File: config.mk
export PLATFORM = sky130hd
export DESIGN_NAME = dm_readout
export DESIGN_NICKNAME = d
export VERILOG_FILES = /design/src/rtl/dm_readout_pkg.sv /design/src/rtl/dm_readout_rise_detect.sv /design/src/rtl/dm_readout.sv
export SDC_FILE = /design/constraint.sdc
export NUM_CORES = 1
export LEC_CHECK = 0
export CORE_MARGIN = 2
export CORE_UTILIZATION = 30
export CTS_CLUSTER_SIZE = 28
export DETAILED_ROUTE_END_ITERATION = 10
export PLACE_DENSITY = 0.64
export SLEW_MARGIN = 20
export SYNTH_ARGS = -nofsm -noshare
export SYNTH_HDL_FRONTEND = slang
export SYNTH_SLANG_ARGS = --single-unit
File: constraint.sdc
create_clock -name clk -period 2.2 [get_ports clk]
set_input_delay 0.44 -clock clk [delete_from_list [all_inputs] [get_ports clk]]
set_output_delay 0.44 -clock clk [all_outputs]
set_load 0.005 [all_outputs]
File: src/rtl/dm_readout_pkg.sv
// Shared types and constants for the data-memory readout block.
// Holds the readout FSM state encoding, default data-memory widths and the
// address tag carried by the optional checksum beat.
package dm_readout_pkg;

  // Default widths match the processor's data memory.
  localparam int DM_ADDR_W = 12;
  localparam int DM_DATA_W = 12;

  // Address tag of the checksum beat; truncated to ADDR_W bits it is all ones.
  localparam logic [31:0] CHECKSUM_ADDR = 32'hFFFF_FFFF;

  typedef enum logic [2:0] {
    IDLE,
    ISSUE,
    WAIT,
    HOLD,
    FIN
  } state_t;

endpackage

File: src/rtl/dm_readout_rise_detect.sv
// Purpose: registered rising-edge detector for a level input (e.g. end_process).
// Latency: rise is combinational from d against the previous registered sample.
// Backpressure: none; one-cycle pulse per 0->1 transition.
// Ports: clk, rst (async active-high), d (level in), rise (pulse out).
// A level already high when reset releases reads as a rise on the first clock,
// because the stored sample is cleared by reset.
module dm_readout_rise_detect (
  input  logic clk,
  input  logic rst,
  input  logic d,
  output logic rise
);

  logic d_q;

  always_ff @(posedge clk or posedge rst) begin
    if (rst) begin
      d_q <= 1'b0;
    end else begin
      d_q <= d;
    end
  end

  assign rise = d & ~d_q;

endmodule

File: src/rtl/dm_readout.sv
// Purpose: after a processor run, walk a data-memory window and stream each word to a host link.
// Latency: first beat valid READ_LAT+1 clocks after the start edge; READ_LAT+2 clocks per word.
// Backpressure: a beat is held stable in HOLD until out_ready; nothing is issued meanwhile.
// Ports: clk, rst (async active-high); end_process (rising edge starts a dump);
//   mem_req/mem_addr/mem_rdata (data-memory read port, mem_req selects the top-level mux);
//   out_valid/out_ready/out_data/out_addr/out_last (beat stream); busy, done (one-cycle pulse).
// Optional: define DM_READOUT_CHECKSUM_EN to append a modulo-2^DATA_W sum beat
//   tagged with an all-ones address; out_last then marks that beat.
module dm_readout
  import dm_readout_pkg::*;
#(
  parameter int ADDR_W     = DM_ADDR_W,
  parameter int DATA_W     = DM_DATA_W,
  parameter int START_ADDR = 0,
  parameter int WORD_COUNT = 16,
  parameter int READ_LAT   = 1
) (
  input  logic              clk,
  input  logic              rst,
  input  logic              end_process,
  output logic              mem_req,
  output logic [ADDR_W-1:0] mem_addr,
  input  logic [DATA_W-1:0] mem_rdata,
  output logic              out_valid,
  input  logic              out_ready,
  output logic [DATA_W-1:0] out_data,
  output logic [ADDR_W-1:0] out_addr,
  output logic              out_last,
  output logic              busy,
  output logic              done
);

  localparam logic [ADDR_W-1:0] START    = ADDR_W'(START_ADDR);
  // Index of the final data word; WORD_COUNT==0 never reaches WAIT so 0 is harmless.
  localparam logic [ADDR_W-1:0] LAST_IDX = ADDR_W'((WORD_COUNT == 0) ? 0 : WORD_COUNT - 1);
  localparam logic [2:0]        LAT      = 3'(READ_LAT);
  localparam bit                EMPTY    = (WORD_COUNT == 0);

  logic              start;
  state_t            state_q;
  state_t            state_d;
  logic [2:0]        lat_cnt;
  logic [ADDR_W-1:0] word_cnt;

`ifdef DM_READOUT_CHECKSUM_EN
  localparam logic [ADDR_W-1:0] CK_ADDR = CHECKSUM_ADDR[ADDR_W-1:0];
  logic [DATA_W-1:0] sum;
  // Beat currently in HOLD is the final data word; the checksum beat follows it.
  logic              data_last;
`endif

  dm_readout_rise_detect u_start (
    .clk  (clk),
    .rst  (rst),
    .d    (end_process),
    .rise (start)
  );

  always_ff @(posedge clk or posedge rst) begin
    if (rst) begin
      state_q <= IDLE;
    end else begin
      state_q <= state_d;
    end
  end

  always_comb begin
    state_d   = state_q;
    mem_req   = 1'b0;
    busy      = 1'b0;
    out_valid = 1'b0;
    done      = 1'b0;
    case (state_q)
      IDLE: begin
        // Starts arriving in any other state are dropped, not queued.
        if (start) begin
`ifdef DM_READOUT_CHECKSUM_EN
          state_d = EMPTY ? HOLD : ISSUE;
`else
          state_d = EMPTY ? FIN : ISSUE;
`endif
        end
      end
      ISSUE: begin
        mem_req = 1'b1;
        busy    = 1'b1;
        state_d = WAIT;
      end
      WAIT: begin
        mem_req = 1'b1;
        busy    = 1'b1;
        if (lat_cnt == 3'd1) begin
          state_d = HOLD;
        end
      end
      HOLD: begin
        mem_req   = 1'b1;
        busy      = 1'b1;
        out_valid = 1'b1;
        if (out_ready) begin
          if (out_last) begin
            state_d = FIN;
          end
`ifdef DM_READOUT_CHECKSUM_EN
          else if (data_last) begin
            state_d = HOLD;
          end
`endif
          else begin
            state_d = ISSUE;
          end
        end
      end
      FIN: begin
        done    = 1'b1;
        state_d = IDLE;
      end
      default: state_d = IDLE;
    endcase
  end

  always_ff @(posedge clk or posedge rst) begin
    if (rst) begin
      mem_addr  <= START;
      out_data  <= '0;
      out_addr  <= '0;
      out_last  <= 1'b0;
      word_cnt  <= '0;
      lat_cnt   <= '0;
`ifdef DM_READOUT_CHECKSUM_EN
      sum       <= '0;
      data_last <= 1'b0;
`endif
    end else begin
      case (state_q)
        IDLE: begin
          if (start) begin
            mem_addr <= START;
            word_cnt <= '0;
`ifdef DM_READOUT_CHECKSUM_EN
            sum      <= '0;
            // Empty window: the checksum beat of 0 is the whole dump.
            if (EMPTY) begin
              out_data  <= '0;
              out_addr  <= CK_ADDR;
              out_last  <= 1'b1;
              data_last <= 1'b0;
            end
`endif
          end
        end
        ISSUE: lat_cnt <= LAT;
        WAIT: begin
          lat_cnt <= lat_cnt - 3'd1;
          // mem_addr has been stable since ISSUE, so it tags the captured word.
          if (lat_cnt == 3'd1) begin
            out_data <= mem_rdata;
            out_addr <= mem_addr;
`ifdef DM_READOUT_CHECKSUM_EN
            sum       <= sum + mem_rdata;
            data_last <= (word_cnt == LAST_IDX);
            out_last  <= 1'b0;
`else
            out_last  <= (word_cnt == LAST_IDX);
`endif
          end
        end
        HOLD: begin
          if (out_ready) begin
            if (out_last) begin
              out_last <= 1'b0;
            end
`ifdef DM_READOUT_CHECKSUM_EN
            else if (data_last) begin
              out_data  <= sum;
              out_addr  <= CK_ADDR;
              out_last  <= 1'b1;
              data_last <= 1'b0;
            end
`endif
            else begin
              // Address wraps modulo 2^ADDR_W by natural overflow.
              word_cnt <= word_cnt + 1'b1;
              mem_addr <= mem_addr + 1'b1;
            end
          end
        end
        default: ;
      endcase
    end
  end

endmodule

==> metrics, run 1 <==
status finished clean; total inserted antenna cells 0; CTS tree done; leading area contributor after synthesis dfrtp_1; IO buf count between 50 and 60; area of the multi-input gates 0.00115 mm^2; Worst Path Class, Setup flip-flop to output pin; Async SR Flop Fraction 1.00; CP arrival between 1500 and 2000 ps; Setup TNS 0 ps; CTS root buffer clkbuf_8; first-pass GRT wire length 10.1 mm; worst slew pin tran around 400 ps; WL/cell 14.0 um; top cells by area, synth dfrtp_1, mux2_2, nor2_1; core box area 0.00864 mm^2; R2R Setup Slk 410 ps; post-DR vias/cell 5.07; Design Power between 3000 and 4000 uW; sequential standard cell area roughly 0.0014 mm^2; total placed cells including tap cells 404; drt first-iter violations 88; I/O Pins 57; yosys warns 0; clock sinks 56; worst skew pair latency 300 ps; worst r2r dst word_cnt[11]$_DFFE_PP0P_; Worst setup SP type flip-flop; syn nets ~260; Area Overhead vs Synth 32.1%; clk_skew 3.16 ps; Final Hold Viols 0; pwr/cell area 993 mW/mm^2; # setup viols final 0; syn avg cell area 11.2 um^2; reg2reg path depth 5; drt total wl 5.77 mm; drc violations 0; Hold Path Class input pin to asynchronous set/reset pin; RSZ-0062 raised after global routing false; initial antenna violation count 0; Die Span Y 97.8 um; CTS buffer count 5; Post-CTS Hold Fix Bufs 0; delay-heaviest family, CP buffers and inverters; most frequent cell after synthesis dfrtp_1; Max FO, Critical Path 5; r2r startpoint state_q[2]$_DFFE_PP0P_; GPL Wtd Cong approximately 0.87; crit path max-delay cell type clkdlybuf4s50_1; Fmax about 0.48 GHz; max-cap violation count 0; Leak 0.00150 uW; GRT Total Usage 0.127; Max VDD drop 469 uV; Mapped Area 0.00264 mm^2; Worst slew margin 0.734; Cells after Synth 236; count of cell types in the netlist 48; fin nets 324; crit-path cells or2_2 > inv_2 > clkdlybuf4s50_1; die area about 0.0096 mm^2; #FFs+latches synth 56; drt first pass iters 4; dpl hpwl 4.21 mm; Post-synth EDFFs 0; DIE WIDTH ~98 um; layout cell share with drive strength beyond 1 0.188; fillers ~830; WP data required 1760 ps; crit path buf inv count 2; filler-free cell count of the finished design 412; Synth top cells by count dfrtp_1, mux2_2, nor2_1; Rows 34; max-slew violations 0; minimum clock period between 2000 and 2500 ps; ys flop type dfrtp_1; pin count of the biggest net entering global routing 57; period utilization 0.955; via count 2,088; crit end category output pin; Starting Density 0.305; total grt overflow 0; worst hold slack 501 ps; clock transition at the registers of the reported paths about 90 ps; sequential element share of the synthesized area 0.531; Bufs on Longest Clock Path 2; Yosys top cell area share 0.531; Largest stage delay, worst path 490 ps; Final ANT Viol Nets 0; H-tree levels 2; vias in the first global route 2,053; fin util 0.403
layout by cell type (no fill, tap or decap), types with 4 or more instances in the layout:
master and count:
nand3_1 8, nor2_1 18, ha_1 4, xnor2_1 6, o31ai_1 4, mux2_2 25, buf_4 14, inv_1 6
a21oi_1 9, dfrtp_1 55, o21ai_0 12, clkdlybuf4s50_1 56, clkbuf_8 5, a31oi_1 8, nand2_1 15
through the flow:
stage / setup slack [ps] / instance area [um^2]
floorplan: 389 / 2640
global placement: 27.3 / 3400
detailed placement: -36.4 / 3400
CTS: 40.3 / 3470
global route: 7.72 / 3480
finish: 99.4 / 3480
state kept, by name (all words and copies together) (netlist names):
register and cells:
out_addr 12, u_start.d_q 1, out_last 1, out_data 12, mem_addr 12, state_q 3
word_cnt 12, lat_cnt 3
per-layer routing:
layer,track usage,vias to the layer above,wire [um]
met5,0,-,0
met1,0.180,1042,2720
li1,-,985,-
met3,0.0308,6,328
met2,0.200,55,2670
met4,0.0224,0,44
worst max path at each step:
stage	from	to	slack (ps)	depth (start not counted)
after detailed placement	out_ready	mem_addr[8]$_DFFE_PP0P_	-40	6
after floorplan	rst	lat_cnt[0]$_DFFE_PP0P_	390	1
after global placement	out_ready	mem_addr[8]$_DFFE_PP0P_	30	6
after CTS	state_q[2]$_DFFE_PP0P_	mem_req	40	3
final	state_q[2]$_DFFE_PP0P_	mem_req	100	3
after global routing	state_q[0]$_DFFE_PP0P_	out_valid	8	4
final cells by class:
type	count	area share
multi-input combinational	162	0.331
inverter	8	0.00862
clock inverter	1	0.00144
timing repair buffer	71	0.197
tap	108	0.0388
clock buffer	6	0.0208
sequential	56	0.403
report_power, final:
group / total (uW) / switching, uW / leakage (uW) / internal (uW)
Combinational: 1490 / 664 / 0.000730 / 825
Clock: 537 / 319 / 0.0000410 / 218
Sequential: 1430 / 163 / 0.000732 / 1270
tightest hold or removal path: cells and delay by family:
| kind | cells | cell delay [ps] |
|---|---|---|
| buf+inv | 3 | 750 |
cells by family after synthesis:
kind of cell / synth area share
flops: 0.531
mux: 0.114
xor+xnor: 0.0299
fa+ha+maj: 0.0190
simple gates: 0.176
buf+inv: 0.0318
compound gates: 0.0977
repair_timing:
action | in CTS | in global routing
setup endpoints to repair | 0 | 2
setup buffers | 0 | 1
resized for setup | 0 | 2
(Power assumes the default switching activity.)
==> run 2, diff against run 1 <==
- CTS_BUF_LIST: default -> sky130_fd_sc_hd__clkbuf_8
- CTS_CLUSTER_DIAMETER: default -> 200
==> metrics, run 2 (same netlist as run 1, synthesis figures left out) <==
Area Overhead vs Synth 32.1% (unchanged); Starting Density 0.305 (unchanged); max-slew violations 0 (unchanged); Leak 0.00151 uW (+0.28%); fin nets 324 (unchanged); CTS buffer count 5 (unchanged); Post-CTS Hold Fix Bufs 0 (unchanged); drt total wl 5.77 mm (about the same); max-cap violation count 0 (unchanged); Worst Path Class, Setup flip-flop to output pin; Die Span Y 97.8 um (unchanged); # setup viols final 0 (unchanged); core box area 0.00864 mm^2 (unchanged); Max FO, Critical Path 5 (unchanged); Max VDD drop 469 uV (about the same); via count 2,090 (+0.096%); CP arrival 1660 ps (about the same); total inserted antenna cells 0 (unchanged); first-pass GRT wire length 10.1 mm (unchanged); drt first pass iters 4 (unchanged); CTS root buffer clkbuf_8; total placed cells including tap cells 404 (unchanged); GPL Wtd Cong 0.867 (unchanged); vias in the first global route 2,053 (unchanged); layout cell share with drive strength beyond 1 0.188 (unchanged); crit end category output pin; drt first-iter violations 89 (+1.1%); period utilization 0.955 (about the same); Fmax 0.476 GHz (about the same); commonest non-fill, non-tap cell in the layout clkdlybuf4s50_1; Worst slew margin 0.737 (+0.00310); r2r startpoint state_q[2]$_DFFE_PP0P_; CP startpoint state_q[2]$_DFFE_PP0P_; clk_skew 3.06 ps (-0.102 ps); Final ANT Viol Nets 0 (unchanged); worst r2r dst word_cnt[11]$_DFFE_PP0P_; R2R Setup Slk 400 ps (about the same); Hold Path Class input pin to asynchronous set/reset pin; pwr/cell area 993 mW/mm^2 (about the same); RSZ-0062 raised after global routing false; CTS tree done; reg2reg path depth 5 (unchanged); filler-free cell count of the finished design 412 (unchanged); dpl hpwl 4.21 mm (unchanged); Worst Setup EP mem_req; GRT Total Usage 0.127 (unchanged); DP Area 0.00340 mm^2 (unchanged); pin count of the biggest net entering global routing 57 (unchanged); DIE WIDTH 97.8 um (unchanged); post-route cell area 0.00348 mm^2 (unchanged); Rows 34 (unchanged); initial antenna violation count 0 (unchanged); WP data required 1760 ps (about the same); minimum clock period 2100 ps (+0.341 ps); Setup TNS 0 ps (unchanged); Place WS -36.4 ps (unchanged); total grt overflow 0 (unchanged); clock sinks 56 (unchanged); Design Power 3460 uW (about the same); status finished clean; Bufs on Longest Clock Path 2 (unchanged); WL/cell 14.0 um (about the same); IO buf count 56 (unchanged); die area 0.00956 mm^2 (unchanged); worst slew pin tran 395 ps (-4.65 ps); Final Hold Viols 0 (unchanged); worst skew pair latency 300 ps (about the same); I/O Pins 57 (unchanged); clock transition at the registers of the reported paths 90 ps (about the same); Worst setup SP type flip-flop; post-DR vias/cell 5.07 (about the same); H-tree levels 2 (unchanged); final worst setup slack 99.1 ps (-0.341 ps); drc violations 0 (unchanged); commonest cells after routing, fill and taps aside clkdlybuf4s50_1, dfrtp_1, mux2_2
## run 2: cell count changes in the layout (fill, tap and decap cells not counted)
cell,before,now
clkbuf_1,1,0
inv_1,6,7
## run 2: stage by stage
step	hold WS (ps)	util
6_report	500	0.403
4_1_cts	515	0.402
2_1_floorplan	460	-
5_1_grt	524	0.403
3_5_place_dp	492	0.393
3_3_place_gp	483	0.393
## run 2: timing repair
action / in CTS / in global routing
setup endpoints to repair: 0 / 2
setup buffers: 0 / 1
gates resized for setup: 0 / 2
## run 2: metal layers
| metal | wire, um | GRT usage |
|---|---|---|
| met5 | 0 | 0 |
| met4 | 44 | 0.0224 |
| met3 | 336 | 0.0308 |
| met2 | 2670 | 0.200 |
| met1 | 2720 | 0.180 |
## run 2: worst max-delay path, cell delays in order, from the launching register on
cell and delay [ps]:
dfrtp_2 440, or2_2 340, inv_2 80, clkdlybuf4s50_1 490
## run 2: power by group
group	total, uW	leakage, uW	internal (uW)	switching (uW)
Sequential	1430	0.000732	1270	163
Clock	533	0.0000452	213	320
Combinational	1490	0.000730	825	667
Total	3460	0.00151	2310	1150
## run 2: area by class of cell
type | count | area (um^2)
Fill cell | 827 | 5150
Sequential cell | 56 | 1400
Multi-Input combinational cell | 162 | 1150
Timing Repair Buffer | 71 | 686
Tap cell | 108 | 135
Clock buffer | 5 | 68.8
Inverter | 8 | 30.0
Clock inverter | 2 | 8.76
## run 2: how the worst min path moves through the flow
stage	to	cells past startpoint
5_1_grt	out_addr[4]$_DFFE_PP0P_	1
3_3_place_gp	word_cnt[1]$_DFFE_PP0P_	2
3_5_place_dp	out_data[1]$_DFFE_PP0P_	1
4_1_cts	out_data[1]$_DFFE_PP0P_	1
2_1_floorplan	word_cnt[5]$_DFFE_PP0P_	1
6_report	out_addr[5]$_DFFE_PP0P_	3
==> run 3, diff against run 2 <==
- SLEW_MARGIN: 20 -> default
==> results of run 3 <==
Same layout as run 2: the final DEF is identical, and so are final timing and power.
